[config.mk]
export PLATFORM = sky130hd
export DESIGN_NAME = interrupt_ctrl
export DESIGN_NICKNAME = d
export VERILOG_FILES = /design/src/rtl/interrupt_ctrl_pkg.sv /design/src/rtl/interrupt_ctrl_prio_enc.sv /design/src/rtl/interrupt_ctrl.sv
export SDC_FILE = /design/constraint.sdc
export NUM_CORES = 1
export LEC_CHECK = 0
export ABC_CLOCK_PERIOD_IN_PS = 2200
export BUFFER_PORTS_ARGS = -buffer_cell sky130_fd_sc_hd__buf_2
export CAP_MARGIN = 5
export CORE_MARGIN = 2
export CORE_UTILIZATION = 45
export DETAILED_ROUTE_END_ITERATION = 10
export GPL_TIMING_DRIVEN = 0
export PLACE_DENSITY = 0.78
export SLEW_MARGIN = 20
export SYNTH_ARGS = -nofsm -noshare
export SYNTH_HDL_FRONTEND = slang
export SYNTH_HIERARCHICAL = 1
export SYNTH_SLANG_ARGS = --single-unit
[constraint.sdc]
create_clock -name clock -period 2.2 [get_ports clock]
set_input_delay 0 -clock clock [delete_from_list [all_inputs] [get_ports clock]]
set_output_delay 0 -clock clock [all_outputs]
set_load 0.03 [all_outputs]
[src/rtl/interrupt_ctrl_pkg.sv]
// Shared CPU package for the interrupt controller.
// Holds IRQ source indices, the IE/IF register addresses and the
// dispatch state encoding used by interrupt_ctrl.
package interrupt_ctrl_pkg;

   localparam int NUM_IRQ = 5;

   localparam logic [2:0] IRQ_VBLANK = 3'd0;
   localparam logic [2:0] IRQ_STAT   = 3'd1;
   localparam logic [2:0] IRQ_TIMER  = 3'd2;
   localparam logic [2:0] IRQ_SERIAL = 3'd3;
   localparam logic [2:0] IRQ_JOYPAD = 3'd4;

   localparam logic [15:0] ADDR_IF = 16'hFF0F;
   localparam logic [15:0] ADDR_IE = 16'hFFFF;

   typedef enum logic [1:0] {
      INT_IDLE    = 2'd0,
      INT_REQ     = 2'd1,
      INT_SERVICE = 2'd2
   } int_state_e;

endpackage

[src/rtl/interrupt_ctrl_prio_enc.sv]
// int_prio_enc: combinational 5->3 priority encoder.
// The lowest set bit wins (VBlank highest priority).
// Ports:
//   req   in  5  pending sources
//   idx   out 3  index of the lowest set bit (0 when none)
//   valid out 1  any bit set
module int_prio_enc
   import interrupt_ctrl_pkg::*;
(
   input  logic [NUM_IRQ-1:0] req,
   output logic [2:0]         idx,
   output logic               valid
);

   // Scan high to low so the lowest set index is the last assignment.
   always_comb begin
      idx = 3'd0;
      for (int i = NUM_IRQ - 1; i >= 0; i--) begin
         if (req[i]) idx = 3'(i);
      end
   end

   assign valid = |req;

endmodule

[src/rtl/interrupt_ctrl.sv]
// interrupt_ctrl: IE/IF registers, IME flag and dispatch handshake for
// the PC stage. The PC stage forms the vector 0x0040 + 8*int_active_prio.
// Ports:
//   clock, reset (sync, active low)
//   irq_in[4:0]        peripheral set pulses
//   addr, data_bus,
//   mem_write          CPU bus write to IE (0xFFFF) / IF (0xFF0F)
//   ei_exec, di_exec,
//   reti_exec,
//   instr_done         decode strobes
//   int_ack,
//   dispatch_done      control unit handshake
//   int_request        interrupt ready for dispatch
//   int_active_prio    latched priority index
//   wake               halt/stop exit (any pending, ignores IME)
//   ime                master enable
//   reg_out, reg_hit   combinational IE/IF read port
// Build option: INT_CTRL_EI_DELAY_EN delays EI until the instruction
// after EI has completed.
module interrupt_ctrl
   import interrupt_ctrl_pkg::*;
(
   input  logic        clock,
   input  logic        reset,
   input  logic [4:0]  irq_in,
   input  logic [15:0] addr,
   input  logic [7:0]  data_bus,
   input  logic        mem_write,
   input  logic        ei_exec,
   input  logic        di_exec,
   input  logic        reti_exec,
   input  logic        instr_done,
   input  logic        int_ack,
   input  logic        dispatch_done,
   output logic        int_request,
   output logic [2:0]  int_active_prio,
   output logic        wake,
   output logic        ime,
   output logic [7:0]  reg_out,
   output logic        reg_hit
);

   logic [7:0]         ie_r;
   logic [4:0]         if_r;
   logic [4:0]         if_nxt;
   logic [4:0]         pending;
   logic [2:0]         enc_idx;
   logic               enc_valid;
   logic               ack_fire;
   logic               ime_set_ei;
   int_state_e         state, state_nxt;

   assign pending = ie_r[4:0] & if_r;

   int_prio_enc u_enc (
      .req   (pending),
      .idx   (enc_idx),
      .valid (enc_valid)
   );

   // Ack uses the pre-write pending value; registers update afterwards.
   assign ack_fire = (state == INT_REQ) && int_ack && enc_valid;

   // IF: write, then ack clear, then new sets (sets always win).
   always_comb begin
      if_nxt = if_r;
      if (mem_write && addr == ADDR_IF) if_nxt = data_bus[4:0];
      if (ack_fire) if_nxt[enc_idx] = 1'b0;
      if_nxt = if_nxt | irq_in;
   end

`ifdef INT_CTRL_EI_DELAY_EN
   // ei_armed: EI seen; ei_seen: first instr_done (EI itself) consumed.
   logic ei_armed, ei_seen;
   assign ime_set_ei = ei_armed && ei_seen && instr_done && !ei_exec;

   always_ff @(posedge clock) begin
      if (!reset || di_exec) begin
         ei_armed <= 1'b0;
         ei_seen  <= 1'b0;
      end else if (ei_exec) begin
         ei_armed <= 1'b1;
         ei_seen  <= 1'b0;
      end else if (ei_armed && instr_done) begin
         if (ei_seen) ei_armed <= 1'b0;
         ei_seen <= ~ei_seen;
      end
   end
`else
   logic unused_instr_done;
   assign unused_instr_done = instr_done;
   assign ime_set_ei = ei_exec;
`endif

   always_ff @(posedge clock) begin
      if (!reset) begin
         ie_r            <= 8'h00;
         if_r            <= 5'h00;
         ime             <= 1'b0;
         state           <= INT_IDLE;
         int_active_prio <= 3'd0;
      end else begin
         if (mem_write && addr == ADDR_IE) ie_r <= data_bus;
         if_r  <= if_nxt;
         state <= state_nxt;
         if (ack_fire) int_active_prio <= enc_idx;
         // Clears (DI, dispatch) beat sets (RETI, EI).
         if (di_exec || ack_fire)          ime <= 1'b0;
         else if (reti_exec || ime_set_ei) ime <= 1'b1;
      end
   end

   always_comb begin
      state_nxt   = state;
      int_request = 1'b0;
      unique case (state)
         INT_IDLE:
            if (ime && enc_valid) state_nxt = INT_REQ;
         INT_REQ: begin
            int_request = enc_valid;
            if (ack_fire)                  state_nxt = INT_SERVICE;
            else if (!enc_valid || !ime)   state_nxt = INT_IDLE;
         end
         INT_SERVICE:
            if (dispatch_done) state_nxt = INT_IDLE;
         default: state_nxt = INT_IDLE;
      endcase
   end

   assign wake    = enc_valid;
   assign reg_hit = (addr == ADDR_IF) || (addr == ADDR_IE);

   always_comb begin
      reg_out = 8'h00;
      if (addr == ADDR_IF)      reg_out = {3'b111, if_r};
      else if (addr == ADDR_IE) reg_out = ie_r;
   end

endmodule

---- Word-level counts from Yosys, hierarchy flattened ----
Index checks and enable logic that the tools add are counted.
word-level totals
  register bits ........................... 19
  output and inout bits ................... 15
  logic and storage cells ................. 52
operators by class
  $lt $le $gt $ge ......................... 2
  eq/ne operators ......................... 7
  muxes and demuxes ....................... 17
  bitwise logic cells ..................... 5
  reductions and logical operators ........ 16
operator list
  kind                                                   count
  equality test 16 bit, second input constant            2
  2-to-1 mux 8 bit                                       2
  2-to-1 mux 3 bit                                       5
  bitwise AND 5 bit                                      2
  2-to-1 mux 5 bit                                       2
  2-to-1 mux 2 bit                                       4
  logical AND 1 bit                                      6
  case mux 2 bit (3 select lines)                        1
  inverter 5 bit                                         1
  OR 5 bit                                               1
  OR reduction 5 bit                                     1
  logical OR 1 bit                                       4
  < comparator 3 x 4 -> 1 bit, second input constant     1
  inequality test 2 bit, second input constant           2
  demux 1 bit (select 3 bit)                             1
  >= comparator 3 x 1 -> 1 bit, second input constant    1
  inequality test 3 x 2 -> 1 bit, second input constant  1
  AND reduction 3 bit                                    1
  equality test 2 x 1 -> 1 bit, second input constant    1
  equality test 2 bit, second input constant             1
  logical NOT 1 bit                                      2
  logical NOT 2 bit                                      1
  2-to-1 mux 1 bit                                       2
  OR reduction 2 bit                                     1
  inverter 1 bit                                         1

---- Longest topological paths before layout ----
  depth in word-level cells ............... 14
  depth in mapped cells ................... 8
  mapped depth without buffers ............ 7

---- Modules after synthesis ----
Netlist, hierarchy kept.
modules (own cells, without submodules)
  module          times used  cells an instance  area each (sq um)  seq. area each (sq um)
  interrupt_ctrl  1           119                1,059.8            380.4
  int_prio_enc    1           8                  48.8               0.0

---- Worst setup path before layout ----
Ideal clock, no wire load.
  path type ............................... register -> register
  start ................................... register if_r[0]
  end ..................................... register if_r[0]
  setup time .............................. 0.058 ns
  arrival ................................. 1.987 ns
  setup slack ............................. 0.155 ns
  cell stages (with the launch flop) ...... 9
  path buffers ............................ 1
  period minus slack after synthesis ...... 2.045 ns
  cells stage by stage .................... dfxtp_1 > and2_1 > nor4_2 > nand2b_1 > and4b_1 > buf_2 > and3b_1 > a211oi_1 > a211o_1
between the ends
  elaborated cells between the ends (all ways) .. 14
  classes of those cells .................. order compare (2); mux (5); bitwise (4); reduce/logical (3)
RTL lines
  what                      line                           text
  start: declaration        interrupt_ctrl.sv:44           logic [4:0] if_r;
  start signal: assignment  interrupt_ctrl.sv:104          if_r <= if_nxt;
  bitwise AND 5 bit         interrupt_ctrl.sv:53           assign pending = ie_r[4:0] & if_r;
  net pending[0]            interrupt_ctrl.sv:46           logic [4:0] pending;
  OR reduction 5 bit        interrupt_ctrl_prio_enc.sv:23  assign valid = |req;
  net wake                  interrupt_ctrl.sv:37           output logic wake,
  logical AND 1 bit         interrupt_ctrl.sv:62           assign ack_fire = (state == INT_REQ) && int_ack && enc_valid;
  2-to-1 mux 5 bit          interrupt_ctrl.sv:68           if (ack_fire) if_nxt[enc_idx] = 1'b0;
  OR 5 bit                  interrupt_ctrl.sv:69           if_nxt = if_nxt | irq_in;
The timed path passes the listed nets, and every way through them passes these cells.
A chain may end at the register's enable or synchronous reset.

---- Worst setup path after layout ----
  start ................................... register if_r[0]
  end ..................................... register if_r[0]
between the ends
  cells in the longest elaborated chain, start to end .. 10
  elaborated cells between the ends (all ways) .. 14
  classes of those cells .................. order compare (2); mux (5); bitwise (4); reduce/logical (3)
ends and longest elaborated chain
  what                                                                                                      line                           text
  bitwise AND 5 bit (*)                                                                                     interrupt_ctrl.sv:53
  net pending[0]                                                                                            interrupt_ctrl.sv:46
  2-to-1 mux 3 bit                                                                                          interrupt_ctrl_prio_enc.sv:19  if (req[i]) idx = 3'(i);
  < comparator 3 x 4 -> 1 bit (not written as such) / >= comparator 3 x 1 -> 1 bit (equally long branches)  interrupt_ctrl.sv:68
  logical AND 1 bit (not written as such)                                                                   interrupt_ctrl.sv:68
  2-to-1 mux 1 bit (not written as such)                                                                    interrupt_ctrl.sv:68
  demux 1 bit (select 3 bit)                                                                                interrupt_ctrl.sv:68
  inverter 5 bit (no source line)                                                                           n/a
  bitwise AND 5 bit (no source line)                                                                        n/a
  2-to-1 mux 5 bit (*)                                                                                      interrupt_ctrl.sv:68
  OR 5 bit (*)                                                                                              interrupt_ctrl.sv:69
The timed path passes the listed nets; every way through them passes the cells marked *.

==> summary.md <==
| Metric | Value |
|---|---|
| Status | finished, final reports clean |
| Vias per inst | 5.587 |
| Std cell rows | 17 |
| Buf/Inv on CP | 1 |
| Unrepaired setup endpoints after global routing | no |
| Yosys top cell area share | 0.3431 |
| Final Power | 0.6369 mW |
| First-pass GRT wire length | 5.223 mm |
| PwrDens | between 400 and 500 mW/mm^2 |
| Die Y | 53.64 um |
| Delay of the slowest cell on the worst path | 340 ps |
| PortBufs | 51 |
| Top cells by area, synth | dfxtp_1 34%, o21ai_0 5.4%, a21boi_0 5.4% |
| Area leader, netlist | dfxtp_1 |
| Max_cap viols | 0 |
| Tightest Pin Transition | 937.8 ps |
| Yosys reg bits | 19 |
| Skew-Pair Late Insertion Delay | about 300 ps |
| Crit path from | if_r[0] |
| Post-CTS setup buffers | 0 |
| Clock Skew | around 2.8 ps |
| Peak supply drop | 0.0003051 V |
| # setup viols final | 0 |
| Root Buffer | clkbuf_4 |
| P&R area growth vs syn | 43.00% |
| Synth async-reset ratio | 0 |
| Slew headroom | 0.3691 |
| Core area | approximately 0.0023 sq mm |
| Post-synth EDFFs | 0 |
| Routed WL | 3.229 mm |
| Post-synthesis sequential area ratio | 0.3431 |
| Initial drt markers | 40 |
| Clock-pin slew on the worst setup and hold paths | between 100 and 150 ps |
| Slowest CP cell | dfxtp_1 |
| Most common cell after layout, fill and taps aside | buf_2 |
| Router iterations before antenna repair | 4 |
| Mapped cell area | 0.001109 sq mm |
| Setup TNS | 0 ps |
| Most used DFF post-synth | dfxtp_1 |
| Synth Area per Inst | 8.729 sq um |
| CTS buffer count | 3 |
| IO Pins | 53 |
| Cells along the critical path | and2_1, nor4_4, nand2b_1, and4b_1, buf_2, and3b_1, a211oi_1, a211o_1 |
| Synth Warn # | 6 |
| Layout cell share with drive strength beyond 1 | 0.3299 |
| Total GRT Usage | 0.2507 |
| Starting Density | 0.4871 |
| Max Freq | 493.2 MHz |
| Post-DP HPWL | 2.360 mm |
| Largest net degree at the start of global routing | 12 |
| CTS tree | yes |
| P_leak | between 0.6 and 0.7 nW |
| WP data required | about 2500 ps |
| Hold Crit Class | in -> reg |
| DIE WIDTH | ~54 um |
| Wirelength per Cell | 14.35 um |
| Final period util | 0.9216 |
| # diodes | 0 |
| DRC | 0 |
| Most frequent cells in the layout | 54 x buf_2, 19 x dfxtp_1, 15 x dlygate4sd3_1, 12 x o21ai_0, 11 x nand3_1 |
| Synth unique cells | 37 |
| Fin nets | 236 |
| Critical path class | reg -> reg |
| Num Clock Sinks | 19 |
| Finished Cell Area | 0.001585 sq mm |
| DIE AREA | 0.002877 sq mm |
| Worst Path Max Fanout | 9 |
| H-tree levels | 1 |
| Antenna viol nets, final | 0 |
| Number of global-route vias before repair | 1233 |
| Total grt overflow | 0 |
| Synth Instances | 127 |
| CP delay by family, top | simple AND/OR/NAND/NOR gates |
| Mapped Nets | 165 |
| Initial antenna violation count | 0 |
| R2R Path Start | if_r[0] |
| Dpl cell area | 0.001399 sq mm |
| CP arrival | roughly 2300 ps |
| Final Hold Vio Count | 0 |
| Max-slew violations | 0 |
| Vias post-DR | 1257 |
| Max clock buf depth | 2 |
| Worst hold start | dispatch_done |
| Startpoint Class | flip-flop |
| Worst setup EP type | flip-flop |
| GP Congestion | 0.7719 |
| Final min period | 2028 ps |
[where the power goes]
| group | internal [mW] | switching, mW | total (mW) |
|---|---|---|---|
| Sequential | 0.352 | 0.00596 | 0.358 |
| Clock | 0.0679 | 0.116 | 0.184 |
| Combinational | 0.0560 | 0.0391 | 0.0951 |
| Total | 0.476 | 0.161 | 0.637 |
[cells in the mapped netlist, types with 4 or more instances]
cell	count
o21ai_0	12
nor2b_1	4
a22o_1	5
nand3_1	11
and2_1	7
and4_1	4
a21oi_1	6
a21boi_0	8
dfxtp_1	19
nor2_1	4
[cell families after synthesis]
kind of cell / count (synthesis) / synth area share
DFF: 19 / 0.3431
AOI/OAI and AO/OA: 43 / 0.2630
muxes: 3 / 0.02709
and+or+nand+nor: 54 / 0.3296
buffers and inverters: 8 / 0.03724
[metrics by stage]
stage | cells | util | hold slack [ps] | worst slack (ps)
floorplan | 127 | - | 76.74 | 155.2
global placement | 206 | 0.6146 | 167.0 | 236.6
detailed placement | 206 | 0.6146 | 170.4 | 187.5
CTS | 225 | 0.6927 | 16.63 | 144.7
global route | 225 | 0.6965 | 49.00 | 39.99
finish | 225 | 0.6965 | 29.33 | 172.5
[layout make-up]
| type | count | area, sq um |
|---|---|---|
| clock buffers | 3 | 22.52 |
| multi-input cells | 100 | 695.7 |
| well taps | 28 | 35.03 |
| fillers | 197 | 690.7 |
| clock inverters | 1 | 5.005 |
| inverters | 1 | 3.754 |
| plain buffers | 7 | 37.54 |
| repair buffers | 66 | 405.4 |
| flip-flops and latches | 19 | 380.4 |
[worst register-to-register path, delay by kind of cell, from the launching register on]
kind | cells | cell delay (ps)
AND/OR/NAND/NOR | 5 | 1100
AO/OA/AOI/OAI | 2 | 370
flip-flops | 1 | 340
buffers and inverters | 1 | 180
[metal layers]
metal / up-vias / wire (um) / track usage
met3: 6 / 126 / 0.02222
met1: 585 / 1384 / 0.2998
li1: 626 / - / -
met2: 40 / 1658 / 0.4444
met4: 0 / 59 / 0.1282
met5: - / 0 / 0
[worst paths after layout]
kind / to / slack [ps] / depth (start not counted)
setup / recovery: if_r[0] / 170 / 8
hold / removal: state[1] / 30 / 4
setup reg to reg: if_r[0] / 170 / 8
hold reg to reg: state[0] / 480 / 1
[state kept, by name, indices dropped and copies added, names as in the netlist]
| name | count |
|---|---|
| if_r | 5 |
| state | 2 |
| ie_r | 8 |
| ime | 1 |
| int_active_prio | 3 |
[repair_timing]
action                                  CTS  global route
gates resized for setup                   0             1
hold buffers                             15             0
endpoints found under the setup margin    0             1
endpoints found under the hold margin    15             0
Note: power is estimated with default switching activity, not from simulation.
